### config.mk
export PLATFORM = sky130hd
export DESIGN_NAME = eee_hsmooth
export DESIGN_NICKNAME = d
export VERILOG_FILES = /design/src/rtl/eee_hsmooth.sv
export SDC_FILE = /design/constraint.sdc
export NUM_CORES = 1
export LEC_CHECK = 0
export ABC_AREA = 1
export CELL_PAD_IN_SITES_DETAIL_PLACEMENT = 0
export CELL_PAD_IN_SITES_GLOBAL_PLACEMENT = 1
export CORE_MARGIN = 2
export CORE_UTILIZATION = 46
export CTS_CLUSTER_DIAMETER = 30
export DETAILED_ROUTE_END_ITERATION = 10
export MAX_ROUTING_LAYER = met4
export PLACE_DENSITY = 0.82
export RECOVER_POWER = 100
export SLEW_MARGIN = 40
export SYNTH_ARGS = -nofsm -noshare
export SYNTH_HDL_FRONTEND = slang
export SYNTH_SLANG_ARGS = --single-unit
export TNS_END_PERCENT = 10
### constraint.sdc
create_clock -name clk -period 5.05 [get_ports clk]
set_input_delay 0.505 -clock clk [delete_from_list [all_inputs] [get_ports clk]]
set_output_delay 0.505 -clock clk [all_outputs]
set_load 0.05 [all_outputs]
### src/rtl/eee_hsmooth.sv
// eee_hsmooth
//   Streaming 3-tap horizontal smoothing filter, kernel [1 2 1]/4 applied per
//   8-bit channel of a 24-bit {R,G,B} valid/ready/sop/eop packet stream.
//   Video packets (sop word low nibble == 0) are filtered when mode=1. Control
//   packets, non-video packets and bypass mode pass through unmodified.
//   Row edges replicate the first/last pixel of the row.
//
// Parameters
//   IMAGE_W      pixels per video row; the column counter wraps here
// Ports
//   clk          pipeline clock
//   reset_n      asynchronous active-low reset
//   sink_data    input word {R,G,B}, R in [23:16]
//   sink_valid   input word valid
//   sink_ready   block accepts the word this cycle
//   sink_sop     input start-of-packet
//   sink_eop     input end-of-packet
//   source_data  registered output word
//   source_valid output word valid
//   source_ready downstream accepts
//   source_sop   output start-of-packet
//   source_eop   output end-of-packet
//   mode         1 = filter video packets, 0 = bypass; sampled on sop words

module eee_hsmooth #(
  parameter logic [10:0] IMAGE_W = 11'd640
) (
  input  logic        clk,
  input  logic        reset_n,
  input  logic [23:0] sink_data,
  input  logic        sink_valid,
  output logic        sink_ready,
  input  logic        sink_sop,
  input  logic        sink_eop,
  output logic [23:0] source_data,
  output logic        source_valid,
  input  logic        source_ready,
  output logic        source_sop,
  output logic        source_eop,
  input  logic        mode
);

  localparam logic [1:0] S_IDLE  = 2'd0;
  localparam logic [1:0] S_PASS  = 2'd1;
  localparam logic [1:0] S_FILT  = 2'd2;
  localparam logic [1:0] S_FLUSH = 2'd3;

  logic [1:0]  state_q, state_d;
  logic [23:0] l_q, l_d;
  logic [23:0] c_q, c_d;
  logic [10:0] x_q, x_d;
  logic        have_q, have_d;
  logic        peop_q, peop_d;
  logic [23:0] src_data_q, src_data_d;
  logic        src_valid_q, src_valid_d;
  logic        src_sop_q, src_sop_d;
  logic        src_eop_q, src_eop_d;

  logic slot_free;
  logic accept;

  // (a + 2b + c) >> 2 per channel; the right-edge flush uses (l, c, c).
  function automatic logic [23:0] k121(input logic [23:0] a,
                                       input logic [23:0] b,
                                       input logic [23:0] c);
    logic [23:0] o;
    logic [9:0]  s;
    o = '0;
    for (int unsigned ch = 0; ch < 3; ch++) begin
      s = {2'b00, a[8*ch +: 8]} + {1'b0, b[8*ch +: 8], 1'b0} + {2'b00, c[8*ch +: 8]};
      o[8*ch +: 8] = s[9:2];
    end
    return o;
  endfunction

  assign slot_free  = ~src_valid_q | source_ready;
  assign sink_ready = (state_q != S_FLUSH) & slot_free;
  assign accept     = sink_valid & sink_ready;

  always_comb begin
    state_d     = state_q;
    l_d         = l_q;
    c_d         = c_q;
    x_d         = x_q;
    have_d      = have_q;
    peop_d      = peop_q;
    src_data_d  = src_data_q;
    src_valid_d = src_valid_q & ~source_ready;
    src_sop_d   = src_sop_q;
    src_eop_d   = src_eop_q;

    if (state_q == S_FLUSH) begin
      if (slot_free) begin
        src_valid_d = 1'b1;
        src_data_d  = k121(l_q, c_q, c_q);
        src_sop_d   = 1'b0;
        src_eop_d   = peop_q;
        have_d      = 1'b0;
        state_d     = peop_q ? S_IDLE : S_FILT;
      end
    end else if (accept) begin
      if (sink_sop) begin
        src_valid_d = 1'b1;
        src_data_d  = sink_data;
        src_sop_d   = 1'b1;
        src_eop_d   = sink_eop;
        have_d      = 1'b0;
        x_d         = '0;
        // A single-word packet is already complete, so nothing is left open.
        if (sink_eop)
          state_d = S_IDLE;
        else if (mode && (sink_data[3:0] == 4'h0))
          state_d = S_FILT;
        else
          state_d = S_PASS;
      end else begin
        case (state_q)
          S_IDLE, S_PASS: begin
            src_valid_d = 1'b1;
            src_data_d  = sink_data;
            src_sop_d   = 1'b0;
            src_eop_d   = sink_eop;
            if (sink_eop) state_d = S_IDLE;
          end
          S_FILT: begin
            if (!have_q) begin
              l_d    = sink_data;
              c_d    = sink_data;
              have_d = 1'b1;
            end else begin
              src_valid_d = 1'b1;
              src_data_d  = k121(l_q, c_q, sink_data);
              src_sop_d   = 1'b0;
              src_eop_d   = 1'b0;
              l_d         = c_q;
              c_d         = sink_data;
            end
            if ((x_q == IMAGE_W - 11'd1) || sink_eop) begin
              state_d = S_FLUSH;
              peop_d  = sink_eop;
              x_d     = '0;
            end else begin
              x_d = x_q + 11'd1;
            end
          end
          default: ;
        endcase
      end
    end
  end

  always_ff @(posedge clk or negedge reset_n) begin
    if (!reset_n) begin
      state_q     <= S_IDLE;
      l_q         <= '0;
      c_q         <= '0;
      x_q         <= '0;
      have_q      <= 1'b0;
      peop_q      <= 1'b0;
      src_data_q  <= '0;
      src_valid_q <= 1'b0;
      src_sop_q   <= 1'b0;
      src_eop_q   <= 1'b0;
    end else begin
      state_q     <= state_d;
      l_q         <= l_d;
      c_q         <= c_d;
      x_q         <= x_d;
      have_q      <= have_d;
      peop_q      <= peop_d;
      src_data_q  <= src_data_d;
      src_valid_q <= src_valid_d;
      src_sop_q   <= src_sop_d;
      src_eop_q   <= src_eop_d;
    end
  end

  assign source_data  = src_data_q;
  assign source_valid = src_valid_q;
  assign source_sop   = src_sop_q;
  assign source_eop   = src_eop_q;

endmodule

==> results of run 1 <==
metrics by stage:
| stage | hold WS [ns] | util, % | instance area, µm² |
|---|---|---|---|
| 3_5_place_dp | 0.469 | 51.3 | 8060 |
| 6_report | 0.479 | 53.2 | 8370 |
| 2_1_floorplan | 0.209 | - | 7300 |
| 4_1_cts | 0.168 | 53.4 | 8390 |
| 3_3_place_gp | 0.467 | 51.2 | 8040 |
| 5_1_grt | 0.504 | 53.2 | 8370 |
routing by layer:
| metal | vias up | global-route usage [%] | part of all wire, % |
|---|---|---|---|
| li1 | 3626 | - | - |
| met1 | 3185 | 37.0 | 52 |
| met2 | 113 | 39.3 | 44 |
| met3 | 25 | 2.42 | 3.0 |
| met4 | 0 | 7.34 | 1.5 |
| met5 | - | - | 0 |
critical path: cells and delay by family:
kind | cells | cell delay, ns
buffers and inverters | 6 | 1.65
AOI/OAI and AO/OA | 1 | 1.09
and+or+nand+nor | 4 | 1.00
area by class of cell:
type	count	area (µm²)
Fill cell	1654	7350
Multi-Input combinational cell	832	4430
Clock buffer	9	225
Sequential cell	90	2250
Clock inverter	7	106
Tap cell	216	270
Timing Repair Buffer	63	614
Inverter	123	464
sequential cells by signal (all words and copies together), names as in the netlist, 2 cells and up:
signal,flops
c_q,24
l_q,24
source_data,24
state_q,2
x_q,11
kinds of logic (layout without fill, tap and decap cells):
group,after synthesis,count (layout),synth area share (%)
and+or+nand+nor,515,515,28.6
AOI/OAI and AO/OA,221,221,17.1
buffers and inverters,151,202,8.16
DFF,90,90,30.9
adders and majority gates,67,67,11.8
xor gates and xnor gates,29,29,3.48
cells in the mapped netlist (all sizes together) (12+ instances only):
master,count,area (µm²)
nor2,72,297
nand3,62,310
xor2,17,149
dfrtp,90,2250
ha,64,801
a31oi,38,238
clkbuf,12,45.0
inv,123,464
xnor2,12,105
nand2,362,1370
buf,16,86.3
a21oi,73,365
o21ai,79,395
worst max-delay path by stage:
stage | slack, ns | end | depth (start not counted) | startpoint
final | 1.03 | source_data[3] | 11 | sink_sop
after global routing | 0.73 | source_data[3] | 11 | sink_sop
after CTS | 1.72 | source_data[7] | 18 | c_q[0]
after detailed placement | 1.64 | source_data[3] | 11 | sink_sop
after global placement | 1.34 | source_data[11] | 10 | sink_sop
after floorplan | 2.16 | source_data[7] | 18 | c_q[0]
==> impl_metrics.yaml, run 1 <==
status:
  status: "finished with violations"
  violations: "max-capacitance violations, max-slew violations"
hold_path:
  hp-start: "source_data[15]"
  min_path_cells: 2
  min_to: "source_data[15]"
  hp-class: "register to register"
sta:
  setup_ws_ns: 1.03
  fin_crit_ns: 4.02
  finalSetupTns_ns: 0
  post-route-period-util_pct: 79.6
  drv_slew: 44
  setup_viol: 0
  worstMarginPinSlew_ns: 2.48
  rsz0062_at_grt: "no"
  slew_headroom_pct: -65.3
  hold_viol: 0
  fmaxAchievable_ghz: 0.249
  clock_skew_ns: 0.0102
layout:
  layout_commonest_cell: "nand2_1"
  fin_cells: 1340
  diodes: 0
  area_growth_pct: 14.6
  drive_gt1_share_pct: 2.58
  finalNetCount: 1217
  layout_common_cells: "nand2_1 (361), inv_1 (121), dfrtp_1 (90), o21ai_0 (79), a21oi_1 (73)"
setup_path:
  criticalPathCategory: "primary input to register"
  end_kind: "register"
  worst_path_largest_cell_delay_ns: 1.09
  crit_required_ns: 5.30
  reg2reg_to: "source_data[3]"
  cp_common_cell: "inv_1"
  crit_chain: "dlygate4sd3_1 > inv_2 > nand2_4 > nor2_8 > inv_4 > o211ai_1 > buf_8 > inv_1 > or2_0 > nand2_1 > inv_1"
  worstPathArrival_ns: 4.27
  reg2reg_from: "state_q[0]"
  r2r_slack_ns: 1.23
  worstSetupStartpointType: "primary input"
  cp_max_fo: 25
  slowest_stage: "o211ai_1"
  ff2ff_path_depth: 9
synth:
  synth_area_per_cell_um2: 6.80
  synth_edf_count: 0
  ys_seq_area_share_pct: 30.9
  synth.distinct_cells: 39
  netlist_area_mm2: 0.00730
  syn_nets: 1171
  syn_inst: 1073
  yosysWarnings: 0
  async_flop_share_pct: 100
  ys_seq_elements: 90
  synthFlopType: "dfrtp_1"
clock_network:
  clock_latency_ns: 0.36
  clockBufferDepth: 2
  clock_sinks: 90
  tritoncts: "done"
  root_buffer: "clkbuf_16"
  cts_setup_buffers: 0
  cts_resized: 0
  clkTransAtPathRegs_ns: 0.07
  h-tree-depth: 3
  cts_made_buffers: 9
  cts_hold_buf: 0
floorplanning:
  die_area_mm2: 0.0169
  die_y_um: 130
  core-area_mm2: 0.0157
  floorplan.rows: 46
  die_w_um: 130
  start_util_pct: 46.4
  io_pins: 59
place:
  portBuffers: 58
  pre_cts_ws_ns: 1.64
  place_congestion: 0.850
  placedCellCount: 1324
  hpwl_um: 14600
global_route:
  grt_pass1_vias: 6588
  grt_pass1_wl_um: 33700
  grt_overflow: 0
  antenna_found_initial: 0
  grt_max_degree: 70
  grtUsageTotal_pct: 25.9
job:
  cap_violations: 1
drt:
  drt_iter0_markers: 390
  routed_wl_um: 20200
  drtPass1Iterations: 5
  via_per_inst: 5.19
  drtAntennaViolNets: 0
  wl_per_cell_um: 15.1
  drc: 0
  num_vias: 6949
Power of run 1 is not shown: default switching activity piles up to over one toggle a cycle in this logic, so the estimate is an artifact.
==> inputs of run 2 (changes only) <==
CORE_UTILIZATION = 43   (was 46)
PLACE_DENSITY = 0.78   (was 0.82)
clock period = 3.7 ns   (was 5.05 ns; I/O delays follow)
==> impl_metrics.yaml, run 2 (synthesis results as in run 1) <==
status:
  status: "finished with violations"
  violations: "max-capacitance violations, max-slew violations"
global_route:
  grt_pass1_vias: 6484
  grtUsageTotal_pct: 24.3
  grt_overflow: 0
  grt_max_degree: 70
  grt_pass1_wl_um: 33700
  antenna_found_initial: 0
clock_network:
  clkTransAtPathRegs_ns: 0.07
  clock_sinks: 90
  clockBufferDepth: 2
  cts_resized: 0
  cts_setup_buffers: 0
  cts_made_buffers: 9
  tritoncts: "done"
  h-tree-depth: 3
  clock_latency_ns: 0.36
  cts_hold_buf: 0
  root_buffer: "clkbuf_16"
setup_path:
  slowest_stage: "dlygate4sd3_1"
  criticalPathCategory: "primary input to register"
  reg2reg_to: "source_data[7]"
  worstSetupStartpointType: "primary input"
  end_kind: "register"
  crit_required_ns: 4.00
  cp_max_fo: 19
  reg2reg_from: "c_q[0]"
  startpoint: "sink_sop"
  r2r_slack_ns: 0.39
  worst_path_largest_cell_delay_ns: 0.65
  worstPathBufferInverterCount: 5
  crit_chain: "dlygate4sd3_1 > clkinv_1 > nand2_1 > nor2_8 > inv_4 > o211ai_1 > clkbuf_2 > a31oi_1 > o211ai_1 > nand2_1 > inv_1"
  ff2ff_path_depth: 18
  crit_family: "buffers and inverters"
  worstPathArrival_ns: 3.70
drt:
  via_per_inst: 5.19
  drt_iter0_markers: 533
  drtAntennaViolNets: 0
  drc: 0
  wl_per_cell_um: 15.1
  drtPass1Iterations: 5
  routed_wl_um: 20400
  num_vias: 6990
sta:
  worstMarginPinSlew_ns: 1.76
  hold_viol: 0
  slew_headroom_pct: -17.5
  post-route-period-util_pct: 92.0
  setup_viol: 0
  finalSetupTns_ns: 0
  fin_crit_ns: 3.41
  rsz0062_at_grt: "no"
  hold-worst-slack_ns: 0.472
  drv_slew: 68
  clock_skew_ns: 0.00868
  fmaxAchievable_ghz: 0.294
layout:
  layout_commonest_cell: "nand2_1"
  diodes: 0
  layout_common_cells: "nand2_1 (362), inv_1 (119), dfrtp_1 (90), o21ai_0 (78), a21oi_1 (73)"
  drive_gt1_share_pct: 2.84
  fill_cells: 1679
  multi_input_area_mm2: 0.00443
  finalNetCount: 1221
  area_growth_pct: 15.1
  seqCellArea_mm2: 0.00225
hold_path:
  hp-class: "primary input to async pin"
floorplanning:
  io_pins: 59
  die_y_um: 134
  die_w_um: 134
  die_area_mm2: 0.0180
  core-area_mm2: 0.0166
  floorplan.rows: 47
  start_util_pct: 44.0
place:
  portBuffers: 58
  hpwl_um: 14700
  place_congestion: 0.863
job:
  cap_violations: 1
## run 2: metal layers
metal | wire length (µm) | global-route usage [%]
met1 | 10400 | 34.1
met2 | 9060 | 37.4
met3 | 671 | 2.72
met4 | 287 | 6.43
met5 | 0 | -
## run 2: worst max-delay path by stage
| stage | to | slack [ns] | cells after the start |
|---|---|---|---|
| after CTS | source_data[7] | 0.36 | 18 |
| after floorplan | source_data[7] | 0.81 | 18 |
| final | source_data[11] | 0.29 | 11 |
| after global routing | source_data[9] | 0.05 | 11 |
| after detailed placement | source_data[7] | 0.38 | 18 |
| after global placement | source_data[7] | 0.48 | 18 |
## run 2: area by class of cell
| cell class | instances | share of cell area (%) |
|---|---|---|
| tap | 220 | 3.28 |
| timing repair buffer | 67 | 7.69 |
| clock buffer | 9 | 2.68 |
| sequential | 90 | 26.8 |
| clock inverter | 7 | 1.28 |
| multi-input combinational | 832 | 52.7 |
| inverter | 123 | 5.53 |
## run 2: worst reg2reg max path, stage by stage (launching register included)
cell	delay (ns)
dfrtp_1	0.39
ha_1	0.18
inv_1	0.05
fa_1	0.40
o21ai_1	0.36
a21oi_1	0.12
o21ai_0	0.21
xnor2_1	0.15
inv_1	0.08
ha_1	0.32
a21o_1	0.19
a31oi_1	0.24
nand2_1	0.13
nand2_1	0.09
nand2_1	0.05
nand3_1	0.08
nand2_1	0.06
nand2_1	0.05
nand2_1	0.05
## run 2: through the flow
step / instance area, µm² / cells / setup slack (ns) / util (%)
2_1_floorplan: 7300 / 1073 / 0.811 / -
3_3_place_gp: 8100 / 1332 / 0.480 / 48.8
3_5_place_dp: 8100 / 1332 / 0.381 / 48.9
4_1_cts: 8440 / 1348 / 0.358 / 50.9
5_1_grt: 8400 / 1348 / 0.0487 / 50.6
6_report: 8400 / 1348 / 0.295 / 50.6
Power of run 2 is left out for the same reason.
